## src/rtl/lfsr_bist_controller_if.sv

```systemverilog
// ============================================================================
// Module   : lfsr_bist_controller_if
// Purpose  : Config/status and LFSR/CUT signal bundle for the BIST controller.
// Revision : 1.0  initial release
// ============================================================================
`default_nettype none
`timescale 1ns/1ps

interface lfsr_bist_controller_if #(
   parameter int WIDTH = 4,
   parameter int CNT_W = 8
);
   logic             start;
   logic             abort;
   logic [WIDTH-1:0] seed;
   logic [CNT_W-1:0] num_patterns;
   logic [WIDTH-1:0] golden_sig;
   logic             lfsr_load;
   logic [WIDTH-1:0] lfsr_seed;
   logic             lfsr_en;
   logic             cut_resp;
   logic             busy;
   logic             done;
   logic             pass;
   logic [WIDTH-1:0] signature;
   logic [CNT_W-1:0] pattern_count;

   // Controller side
   modport slave (
      input  start, abort, seed, num_patterns, golden_sig, cut_resp,
      output lfsr_load, lfsr_seed, lfsr_en, busy, done, pass,
             signature, pattern_count
   );

   // Test-access / LFSR+CUT environment side
   modport master (
      output start, abort, seed, num_patterns, golden_sig, cut_resp,
      input  lfsr_load, lfsr_seed, lfsr_en, busy, done, pass,
             signature, pattern_count
   );
endinterface

`default_nettype wire

```

## src/rtl/lfsr_bist_controller.sv

```systemverilog
// ============================================================================
// Module   : lfsr_bist_controller
// Purpose  : Seeds and steps the LFSR, compacts CUT responses, checks signature.
// Revision : 1.0  initial release
// ============================================================================
`default_nettype none
`timescale 1ns/1ps

module lfsr_bist_controller #(
   parameter int WIDTH = 4,
   parameter int CNT_W = 8
) (
   input  wire logic             clk,
   input  wire logic             rst_n,
   lfsr_bist_controller_if.slave bus
);

   typedef enum logic [2:0] {
      S_IDLE    = 3'd0,
      S_SEED    = 3'd1,
      S_RUN     = 3'd2,
      S_COMPARE = 3'd3,
      S_DONE    = 3'd4
   } state_t;

   state_t           state;
   logic [WIDTH-1:0] seed_q;
   logic [WIDTH-1:0] golden_q;
   logic [WIDTH-1:0] sig_q;
   logic [CNT_W-1:0] num_q;
   logic [CNT_W-1:0] cnt_q;
   logic             load_q;
   logic             en_q;
   logic             busy_q;
   logic             done_q;
   logic             pass_q;

   logic [WIDTH-1:0] sig_next;
   logic [CNT_W-1:0] cnt_inc;
   logic [CNT_W-1:0] last_idx;

   // Serial compaction: right shift, feedback from bit 0 into the top two bits
   assign sig_next = {sig_q[0] ^ bus.cut_resp, sig_q[WIDTH-1] ^ sig_q[0], sig_q[WIDTH-2:1]};
   assign cnt_inc  = cnt_q + 1'b1;
   assign last_idx = num_q - 1'b1;

   always_ff @(posedge clk or negedge rst_n) begin
      if (!rst_n) begin
         state    <= S_IDLE;
         seed_q   <= '0;
         golden_q <= '0;
         num_q    <= '0;
         sig_q    <= '0;
         cnt_q    <= '0;
         load_q   <= 1'b0;
         en_q     <= 1'b0;
         busy_q   <= 1'b0;
         done_q   <= 1'b0;
         pass_q   <= 1'b0;
      end else if (bus.abort) begin
         state  <= S_IDLE;
         load_q <= 1'b0;
         en_q   <= 1'b0;
         busy_q <= 1'b0;
         done_q <= 1'b0;
         pass_q <= 1'b0;
      end else begin
         case (state)
            S_IDLE, S_DONE: begin
               if (bus.start) begin
                  seed_q   <= bus.seed;
                  num_q    <= bus.num_patterns;
                  golden_q <= bus.golden_sig;
                  done_q   <= 1'b0;
                  pass_q   <= 1'b0;
                  busy_q   <= 1'b1;
                  load_q   <= 1'b1;
                  state    <= S_SEED;
               end
            end
            S_SEED: begin
               load_q <= 1'b0;
               sig_q  <= '0;
               cnt_q  <= '0;
               if (num_q == '0) begin
                  en_q  <= 1'b0;
                  state <= S_COMPARE;
               end else begin
                  // The final pattern is absorbed without stepping the LFSR
                  en_q  <= (num_q != {{(CNT_W-1){1'b0}}, 1'b1});
                  state <= S_RUN;
               end
            end
            S_RUN: begin
               sig_q <= sig_next;
               cnt_q <= cnt_inc;
               if (cnt_q == last_idx) begin
                  en_q  <= 1'b0;
                  state <= S_COMPARE;
               end else begin
                  en_q  <= (cnt_inc != last_idx);
               end
            end
            S_COMPARE: begin
               done_q <= 1'b1;
               pass_q <= (sig_q == golden_q);
               busy_q <= 1'b0;
               state  <= S_DONE;
            end
            default: begin
               state <= S_IDLE;
            end
         endcase
      end
   end

   assign bus.lfsr_load     = load_q;
   assign bus.lfsr_seed     = seed_q;
   assign bus.lfsr_en       = en_q;
   assign bus.busy          = busy_q;
   assign bus.done          = done_q;
   assign bus.pass          = pass_q;
   assign bus.signature     = sig_q;
   assign bus.pattern_count = cnt_q;

endmodule

`default_nettype wire

```

## src/flat_wrapper.sv

```systemverilog
// flat-port wrapper written by rule: the top's interface ports become plain ports
module lfsr_bist_controller_flat 
#(
   parameter int WIDTH = 4,
   parameter int CNT_W = 8
)
  (clk, rst_n, bus_start, bus_abort, bus_seed, bus_num_patterns, bus_golden_sig, bus_cut_resp, bus_lfsr_load, bus_lfsr_seed, bus_lfsr_en, bus_busy, bus_done, bus_pass, bus_signature, bus_pattern_count);
  lfsr_bist_controller_if #(.WIDTH(WIDTH), .CNT_W(CNT_W)) bus_i ();
  input  wire logic clk;
  input  wire logic rst_n;
  input wire logic [$bits(bus_i.start)-1:0] bus_start;
  input wire logic [$bits(bus_i.abort)-1:0] bus_abort;
  input wire logic [$bits(bus_i.seed)-1:0] bus_seed;
  input wire logic [$bits(bus_i.num_patterns)-1:0] bus_num_patterns;
  input wire logic [$bits(bus_i.golden_sig)-1:0] bus_golden_sig;
  input wire logic [$bits(bus_i.cut_resp)-1:0] bus_cut_resp;
  output wire logic [$bits(bus_i.lfsr_load)-1:0] bus_lfsr_load;
  output wire logic [$bits(bus_i.lfsr_seed)-1:0] bus_lfsr_seed;
  output wire logic [$bits(bus_i.lfsr_en)-1:0] bus_lfsr_en;
  output wire logic [$bits(bus_i.busy)-1:0] bus_busy;
  output wire logic [$bits(bus_i.done)-1:0] bus_done;
  output wire logic [$bits(bus_i.pass)-1:0] bus_pass;
  output wire logic [$bits(bus_i.signature)-1:0] bus_signature;
  output wire logic [$bits(bus_i.pattern_count)-1:0] bus_pattern_count;
  assign bus_i.start = bus_start;
  assign bus_i.abort = bus_abort;
  assign bus_i.seed = bus_seed;
  assign bus_i.num_patterns = bus_num_patterns;
  assign bus_i.golden_sig = bus_golden_sig;
  assign bus_i.cut_resp = bus_cut_resp;
  assign bus_lfsr_load = bus_i.lfsr_load;
  assign bus_lfsr_seed = bus_i.lfsr_seed;
  assign bus_lfsr_en = bus_i.lfsr_en;
  assign bus_busy = bus_i.busy;
  assign bus_done = bus_i.done;
  assign bus_pass = bus_i.pass;
  assign bus_signature = bus_i.signature;
  assign bus_pattern_count = bus_i.pattern_count;
  lfsr_bist_controller #(.WIDTH(WIDTH), .CNT_W(CNT_W)) u_core (.clk(clk), .rst_n(rst_n), .bus(bus_i));
endmodule
```

## config.mk

```make
export PLATFORM = sky130hd
export DESIGN_NAME = lfsr_bist_controller_flat
export DESIGN_NICKNAME = d
export VERILOG_FILES = /design/src/rtl/lfsr_bist_controller_if.sv /design/src/rtl/lfsr_bist_controller.sv /design/src/flat_wrapper.sv
export SDC_FILE = /design/constraint.sdc
export NUM_CORES = 1
export LEC_CHECK = 0
export CAP_MARGIN = 40
export CELL_PAD_IN_SITES_DETAIL_PLACEMENT = 1
export CELL_PAD_IN_SITES_GLOBAL_PLACEMENT = 1
export CORE_MARGIN = 10
export CORE_UTILIZATION = 42
export DETAILED_ROUTE_END_ITERATION = 12
export PLACE_DENSITY_LB_ADDON = 0.1
export SLEW_MARGIN = 20
export SYNTH_ARGS = -nofsm -noshare
export SYNTH_HDL_FRONTEND = slang
export SYNTH_SLANG_ARGS = --single-unit
```

## constraint.sdc

```tcl
create_clock -name clk -period 4.3 [get_ports clk]
set_clock_uncertainty 0.05 [all_clocks]
set_input_delay 0.645 -clock clk [delete_from_list [all_inputs] [get_ports clk]]
set_output_delay 0.645 -clock clk [all_outputs]
set_load 0.01 [all_outputs]
```

==> run summary <==
startpoint class of the critical path: input port
Initial Util: 44.1%
total number of H-tree levels: 2
final weighted congestion of routability-driven global placement: 0.801
total setup violations reported at the end of the flow: 0
antenna violations before repair: 0
Maximum Capacitance Violations: 0
number of inserted filler cells in the final layout: 487
most used flip-flop cell after synthesis: dfrtp_1
synthesis warning total: 0
Crit path largest cell delay: 0.70 ns
# IOs: 42
top cells by area, synth: dfrtp_1 46%, xnor2_1 9.4%, mux2_2 8.0%
Worst Reg2Reg Path Length in Cells: 8
top cell type by total area after synthesis: dfrtp_1
sequential fraction of the synthesis area: 46.0%
clock insertion delay at the later pin of the skew report: 0.29 ns
Max-slew headroom: 50.2%
Total Power: 1500 µW
critical path endpoint category: flip-flop
growth of design area from synthesis to finish: 28.6%
IO Port Bufs: 41
Final Cycle Share: 57.2%
slew at the pin closest to its max-slew limit: 0.744 ns
area of all sequential standard cells: 901 µm²
CP delay by family, top: buffers and inverters
number of hold violations in the final report: 0
setup_tns: 0 ns
multi-input combinational cell area: 1020 µm²
highest fanout seen on the critical path: 11
area share of the largest cell type after synthesis: 46.0%
worst path cell trace: clkdlybuf4s50_1 -> nor4b_4 -> buf_6 -> mux2_2
vias: 1582
leading post-synthesis cells by instance count: 36 x dfrtp_1, 21 x xnor2_1, 19 x nand2_1, 19 x o21ai_0, 14 x mux2_2
cell depth of the worst setup path: 4
Mapped Cells: 190
final-report max-slew violation count: 0
register share of total power: 39.4%
share of cells above drive strength 1: 12.0%
maximum number of pins on one net before global-route repair: 37
unrepaired setup endpoints after global routing: false
wirelength, routed: 5490 µm
critical setup path kind: input port to flip-flop
syn_area_per_cell: 10.3 µm²
switching share of total power: 39.4%
combined global-route utilization of all metal layers: 14.9%
Max Fclk: 406 MHz
number of post-CTS setup repair buffers: 0
TritonCTS buffer count: 5
row count: 24
horizontal die dimension: 88.3 µm
count of clock tree sinks: 36
Clock power frac: 15.6%
proportion of register bits with asynchronous set or reset after synthesis: 100%
path category of the worst min-delay check: flip-flop to flip-flop
nets: 259
clock transition at the registers of the reported paths: 0.07 ns
hold path cells: 1
number of inserted diodes: 0
remaining routing DRC violations: 0
Psw: 590 µW
global-route wire length before repair: 9110 µm
Clock Root Buffer: clkbuf_8
number of buffers on the longest clock path: 2
via count of the first global-routing pass: 1809
library cell with the highest instance count after synthesis: dfrtp_1
starting DRC count in detailed routing: 57
worst path required time: 4.42 ns
master of the slowest instance on the critical path: nor4b_4
global route overflow: 0
static leakage power: 0.00101 µW
Min Clock Period, post-route: 2.46 ns
DRT Pass-1 Iters: 4
number of gates given a new drive strength after cts: 0
number of register bits inferred by synthesis: 36
final routed wire length divided by cell count: 19.2 µm
Cell Int Power: 907 µW
cell area after synthesis: 1960 µm²
peak supply drop: 0.000246 V
Cell Pwr Density: 594 nW/µm²
net count after synthesis: 215
Die Height: 88.3 µm
TritonCTS clock tree: done
standard cell core area: 4440 µm²
overall die area: 7800 µm²
Post-CTS Hold Fix Bufs: 0
vias per std cell: 5.53
WP data arrival: 2.58 ns
count of buffering cells on the critical path with inverters included: 2
Post-DP HPWL: 4110 µm
post-route ant nets: 0
outcome: complete, no violations
share of total power in combinational logic: 45.0%
count of flip-flops with a built-in enable after synthesis: 0
distinct cell type count of the synthesized netlist: 36
[cell type report]
cell class                 instances  share of cell area, %
clock buffer                       5                   2.73
clock inverter                     2                  0.497
inverter                           5                  0.745
multi-input combinational        143                   40.7
sequential                        36                   35.7
tap                               52                   2.58
timing repair buffer              43                   17.0
[per-stage QoR]
step                      cell area (µm²)  util [%]  std cells  setup slack (ns)  hold WS (ns)
after floorplan                      1960         -        190              2.23         0.299
after global placement               2430      54.6        278              1.54         0.443
after detailed placement             2440      54.9        279              1.55         0.455
after CTS                            2520      56.7        286              1.83         0.478
after global routing                 2520      56.7        286              1.74         0.501
final                                2520      56.7        286              1.84         0.471
[path summary, 6_finish.rpt]
kind	from	endpoint	slack, ns
worst max-delay path	bus_abort	u_core.num_q[2]$_DFFE_PN0P_	1.84
worst min-delay path	u_core.bus.lfsr_seed[0]$_DFFE_PN0P_	u_core.bus.lfsr_seed[0]$_DFFE_PN0P_	0.47
worst max register to register	u_core.num_q[0]$_DFFE_PN0P_	u_core.bus.lfsr_en$_DFFE_PN0P_	2.07
worst min register to register	u_core.bus.lfsr_seed[0]$_DFFE_PN0P_	u_core.bus.lfsr_seed[0]$_DFFE_PN0P_	0.47
max in group asynchronous	rst_n	u_core.bus.pattern_count[1]$_DFFE_PN0P_	3.15
min in group asynchronous	rst_n	u_core.bus.pattern_count[7]$_DFFE_PN0P_	0.72
[metal layers]
metal	part of all wire (%)	routed length, µm	track usage, %
met4	1.8	97	5.43
met1	44	2390	17.3
met5	0	0	0
met2	48	2650	25.0
met3	6.4	353	5.24
[state kept, by name, summed over array words and instances, names as in the netlist]
register / flops
u_core.golden_q: 4
u_core.bus.lfsr_en: 1
u_core.num_q: 8
u_core.bus.pass: 1
u_core.state: 3
u_core.bus.done: 1
u_core.bus.pattern_count: 8
u_core.bus.busy: 1
u_core.bus.lfsr_load: 1
u_core.bus.lfsr_seed: 4
u_core.bus.signature: 4
[power groups by stage]
stage / logic (µW) / clock network [µW] / registers [µW]
global placement: 630 / 0 / 584
CTS: 685 / 241 / 591
finish: 674 / 234 / 590
floorplan: 431 / 0 / 569
global route: 742 / 254 / 609
detailed placement: 672 / 0 / 597
[cell families (layout without fill, tap and decap cells)]
group / count (synthesis) / after routing / synth area share, %
and+or+nand+nor: 57 / 57 / 16.0
AOI/OAI and AO/OA: 40 / 40 / 12.8
DFF: 36 / 36 / 46.0
xor gates and xnor gates: 28 / 28 / 12.5
muxes: 14 / 14 / 8.05
buffers and inverters: 11 / 55 / 2.17
adders and majority gates: 4 / 4 / 2.55
[cell usage in the layout (no fill, tap or decap), types with 7 or more instances in the layout]
cell,n
xnor2_1,21
nand2_1,19
mux2_2,14
xor2_1,7
nor2_1,12
dfrtp_1,36
o21ai_0,19
clkdlybuf4s50_1,41
No activity file was read; power rests on OpenSTA's default activity.
